===== config.mk =====
export PLATFORM = sky130hd
export DESIGN_NAME = fsm_serial_rx_param
export DESIGN_NICKNAME = d
export VERILOG_FILES = /design/src/rtl/fsm_serial_pkg.sv /design/src/rtl/fsm_serial_rx_param.sv
export SDC_FILE = /design/constraint.sdc
export NUM_CORES = 1
export LEC_CHECK = 0
export ABC_AREA = 0
export CELL_PAD_IN_SITES_DETAIL_PLACEMENT = 1
export CELL_PAD_IN_SITES_GLOBAL_PLACEMENT = 1
export CORE_UTILIZATION = 43
export DETAILED_ROUTE_END_ITERATION = 10
export GPL_TIMING_DRIVEN = 0
export PLACE_DENSITY_LB_ADDON = 0.1
export SKIP_CTS_REPAIR_TIMING = 1
export SYNTH_ARGS = -nofsm -noshare
export SYNTH_HDL_FRONTEND = slang
export SYNTH_SLANG_ARGS = --single-unit

===== constraint.sdc =====
create_clock -name clk -period 2.3 [get_ports clk]
set_clock_uncertainty 0.1 [all_clocks]
set_input_delay 0.575 -clock clk [delete_from_list [all_inputs] [get_ports clk]]
set_output_delay 0.575 -clock clk [all_outputs]
set_load 0.01 [all_outputs]

===== src/rtl/fsm_serial_pkg.sv =====
// Shared types and constants for the parametrised serial frame receiver.
package fsm_serial_pkg;

    typedef enum logic [2:0] {
        ST_IDLE   = 3'd0,
        ST_DATA   = 3'd1,
        ST_PARITY = 3'd2,
        ST_STOP   = 3'd3,
        ST_DONE   = 3'd4,
        ST_ERR    = 3'd5
    } rx_state_t;

    localparam int PAR_EVEN = 0;
    localparam int PAR_ODD  = 1;

endpackage


===== src/rtl/fsm_serial_rx_param.sv =====
// Serial frame receiver, one bit per clock: start, DATA_W data bits LSB-first,
// optional parity, STOP_BITS stop bits. Registered done / parity / framing pulses.
module fsm_serial_rx_param
    import fsm_serial_pkg::*;
#(
    parameter int DATA_W     = 8,
    parameter int PARITY_EN  = 0,
    parameter int PARITY_ODD = 0,
    parameter int STOP_BITS  = 1
) (
    input  logic              clk,
    input  logic              reset,
    input  logic              in,
    output logic [DATA_W-1:0] out_data,
    output logic              done,
    output logic              parity_err,
    output logic              frame_err
);

    localparam int CNT_MAX = (DATA_W > STOP_BITS) ? DATA_W : STOP_BITS;
    localparam int CNT_W   = (CNT_MAX > 1) ? $clog2(CNT_MAX) : 1;
    localparam logic [CNT_W-1:0] DATA_LAST = CNT_W'(DATA_W - 1);
    localparam logic [CNT_W-1:0] STOP_LAST = CNT_W'(STOP_BITS - 1);
    localparam logic PAR_INIT = (PARITY_ODD == PAR_ODD);
    localparam logic PAR_ON   = (PARITY_EN != 0);

    rx_state_t         state_q, state_d;
    logic [CNT_W-1:0]  cnt_q, cnt_d;
    logic [DATA_W-1:0] shift_q, shift_d;
    logic [DATA_W-1:0] out_data_q, out_data_d;
    logic              par_q, par_d;
    logic              done_q, done_d;
    logic              parity_err_q, parity_err_d;
    logic              frame_err_q, frame_err_d;
    logic [DATA_W:0]   shift_in;
    logic              par_bad;

    // Widened by one bit so the shift also works for DATA_W = 1.
    assign shift_in = {in, shift_q};
    // par_q already holds the parity bit by the time the stop bits are sampled.
    assign par_bad  = PAR_ON & par_q;

    always_ff @(posedge clk or posedge reset) begin
        if (reset) begin
            state_q      <= ST_IDLE;
            cnt_q        <= '0;
            shift_q      <= '0;
            par_q        <= 1'b0;
            out_data_q   <= '0;
            done_q       <= 1'b0;
            parity_err_q <= 1'b0;
            frame_err_q  <= 1'b0;
        end else begin
            state_q      <= state_d;
            cnt_q        <= cnt_d;
            shift_q      <= shift_d;
            par_q        <= par_d;
            out_data_q   <= out_data_d;
            done_q       <= done_d;
            parity_err_q <= parity_err_d;
            frame_err_q  <= frame_err_d;
        end
    end

    always_comb begin
        state_d = state_q;
        case (state_q)
            ST_IDLE:   if (!in) state_d = ST_DATA;
            ST_DATA:   if (cnt_q == DATA_LAST) state_d = PAR_ON ? ST_PARITY : ST_STOP;
            ST_PARITY: state_d = ST_STOP;
            ST_STOP: begin
                if (!in)                     state_d = ST_ERR;
                else if (cnt_q == STOP_LAST) state_d = ST_DONE;
            end
            ST_DONE:   state_d = in ? ST_IDLE : ST_DATA;
            ST_ERR:    if (in) state_d = ST_IDLE;
            default:   state_d = ST_IDLE;
        endcase
    end

    always_comb begin
        cnt_d        = cnt_q;
        shift_d      = shift_q;
        par_d        = par_q;
        out_data_d   = out_data_q;
        done_d       = 1'b0;
        parity_err_d = 1'b0;
        frame_err_d  = 1'b0;
        case (state_q)
            ST_IDLE, ST_DONE: begin
                if (!in) begin
                    cnt_d = '0;
                    par_d = PAR_INIT;
                end
            end
            ST_DATA: begin
                shift_d = shift_in[DATA_W:1];
                par_d   = par_q ^ in;
                cnt_d   = (cnt_q == DATA_LAST) ? '0 : cnt_q + 1'b1;
            end
            ST_PARITY: begin
                par_d = par_q ^ in;
                cnt_d = '0;
            end
            ST_STOP: begin
                if (!in) begin
                    frame_err_d = 1'b1;
                end else if (cnt_q == STOP_LAST) begin
                    out_data_d   = shift_q;
                    done_d       = ~par_bad;
                    parity_err_d = par_bad;
                end else begin
                    cnt_d = cnt_q + 1'b1;
                end
            end
            default: ;
        endcase
    end

    assign out_data   = out_data_q;
    assign done       = done_q;
    assign parity_err = parity_err_q;
    assign frame_err  = frame_err_q;

endmodule


==> impl_metrics.env <==
export IMPL_syn2layout_area_growth_pct=18.1
export IMPL_async_flop_share=1.00
export IMPL_synth_ff_type="dfrtp_1"
export IMPL_clock_latency_ns=0.32
export IMPL_grt_total_usage=0.168
export IMPL_crit_type="primary input to flop"
export IMPL_wl_per_cell_um=14.6
export IMPL_syn_avg_cell_area_um2=13.4
export IMPL_setup_viol_count_final=0
export IMPL_cts_buffers=3
export IMPL_grt_pass1_vias=665
export IMPL_irDropWorstVdd_v=0.000682
export IMPL_ant_nets=0
export IMPL_cts_sinks=24
export IMPL_rsz0062_at_grt="false"
export IMPL_rows=17
export IMPL_cts_buffer_depth=2
export IMPL_drtPass1Iterations=4
export IMPL_portBuffers=12
export IMPL_clkPwrFrac=0.130
export IMPL_drt_iter0_markers=8
export IMPL_grt_first_pass_wirelength_um=3070
export IMPL_crit_path_end_kind="flop"
export IMPL_start_kind="primary input"
export IMPL_synth_edf_count=0
export IMPL_swShare=0.335
export IMPL_syn_nets=85
export IMPL_synth_area_um2=1060
export IMPL_overflow=0
export IMPL_ys_warn_count=0
export IMPL_h_tree_depth=1
export IMPL_worst_pin_slew_ns=0.886
export IMPL_syn_inst=79
export IMPL_cts_tree="done"
export IMPL_core_area_um2=2280
export IMPL_tns_ns=0
export IMPL_p_comb_frac=0.448
export IMPL_status="complete, no violations"
export IMPL_critical_path_max_fanout=9
export IMPL_power_density_nw_per_um2=1360
export IMPL_switchingPower_uw=571
export IMPL_maxCapViolations=0
export IMPL_yosys_register_bits=24
export IMPL_cts_root_buf="clkbuf_4"
export IMPL_min_period_ns=2.04
export IMPL_synth_common_cells="dfrtp_1 (24), mux2_2 (18), nand2_1 (5), inv_1 (4)"
export IMPL_die_area_um2=2670
export IMPL_synth_most_common_cell="dfrtp_1"
export IMPL_initial_utilization=0.466
export IMPL_ys_types=26
export IMPL_nNetsFinal=102
export IMPL_clkTransAtPathRegs_ns=0.12
export IMPL_synth_largest_area_cell="dfrtp_1"
export IMPL_seqPwrFrac=0.422
export IMPL_ys_seq_area_frac=0.567
export IMPL_fin_crit_sh=0.889
export IMPL_slew_headroom=0.409
export IMPL_hold_violations=0
export IMPL_drive_gt1_frac=0.326
export IMPL_diodes=0
export IMPL_hold_ws_ns=0.422
export IMPL_slew_viol_final=0
export IMPL_synth_top_area_frac=0.567
export IMPL_hold_class="flop to flop"
export IMPL_die_w_um=51.6
export IMPL_die_height_um=51.6
export IMPL_intPower_uw=1130
export IMPL_synth_area_leaders="dfrtp_1 (57%), mux2_2 (19%), ha_1 (3.5%)"
export IMPL_via_per_inst=5.24
export IMPL_arrival_ns=2.16
export IMPL_p_leak_uw=0.000571
export IMPL_antenna_found_initial=0
export IMPL_io_pins=14
export IMPL_remaining_drc_errors=0
export IMPL_globalplace_congestion=0.694
export IMPL_totalWireLength_um=1800
export IMPL_dpl_hpwl_um=1260
export IMPL_grt_max_degree=25
export IMPL_worstPathRequired_ns=2.42
export IMPL_clock_fmax_ghz=0.489
export IMPL_vias=644
[metal layers]
layer / global-route usage / up-vias / wire [um]
met4: 0.108 / 0 / 48
met2: 0.260 / 12 / 821
met3: 0.0614 / 5 / 65
met1: 0.195 / 326 / 861
li1: - / 301 / -
met5: 0 / - / 0
[layout by cell type (no fill, tap or decap), types with 2 or more instances in the layout]
cell type / Yosys / layout
clkbuf_4: 0 / 3
ha_1: 3 / 3
dfrtp_1: 24 / 24
a21oi_1: 2 / 2
nor2_1: 3 / 3
inv_1: 4 / 4
mux2_2: 18 / 18
clkdlybuf4s50_1: 0 / 12
nand2b_1: 2 / 2
nand2_1: 5 / 5
[worst max-delay path: stages]
cell,delay [ns]
clkdlybuf4s50_1,0.63
nand2_1,0.15
nor3_4,0.41
mux2_2,0.39
[power by group through the flow]
stage                     Sequential (uW)  Combinational (uW)  Clock (uW)
after floorplan                       724                 542           0
after CTS                             723                 780         233
after global placement                722                 740           0
after global routing                  745                 852         249
after detailed placement              732                 777           0
final                                 718                 764         222
[logic make-up after synthesis]
logic type | synth area share
compound gates | 0.0543
xor+xnor | 0.00827
fa+ha+maj | 0.0354
buf+inv | 0.0260
flops | 0.567
mux | 0.201
other cells | 0.00354
simple gates | 0.105
[metrics by stage]
step | utilization | cells | setup WS [ns] | total power (uW) | area, um^2
finish | 0.550 | 123 | 0.256 | 1700 | 1250
global route | 0.550 | 123 | 0.167 | 1850 | 1250
CTS | 0.550 | 123 | 0.247 | 1740 | 1250
detailed placement | 0.534 | 119 | -0.109 | 1510 | 1210
global placement | 0.534 | 119 | -0.0554 | 1460 | 1210
floorplan | - | 79 | 0.514 | 1270 | 1060
[state kept, by name (all words and copies together), names as in the netlist]
register / count
done: 1
state_q: 3
shift_q: 8
cnt_q: 3
frame_err: 1
out_data: 8
[path summary, 6_finish.rpt]
path	from	endpoint	slack, ns	cells past startpoint
setup / recovery	in	out_data[5]$_DFFE_PP0P_	0.26	4
min in group asynchronous	reset	out_data[1]$_DFFE_PP0P_	0.63	2
setup reg to reg	cnt_q[0]$_DFFE_PP0P_	cnt_q[0]$_DFFE_PP0P_	0.28	6
max in group asynchronous	reset	shift_q[3]$_DFFE_PP0P_	0.93	2
hold / removal	out_data[3]$_DFFE_PP0P_	out_data[3]$_DFFE_PP0P_	0.42	1
hold reg to reg	out_data[3]$_DFFE_PP0P_	out_data[3]$_DFFE_PP0P_	0.42	1
[final cells by class]
cell class	count	area, um^2
Multi-Input combinational cell	49	432
Clock buffer	4	36.3
Sequential cell	24	601
Timing Repair Buffer	12	120
Buffer	2	12.5
Inverter	4	15.0
Tap cell	28	35.0
Fill cell	235	1020
Note: power is estimated with default switching activity, not from simulation.
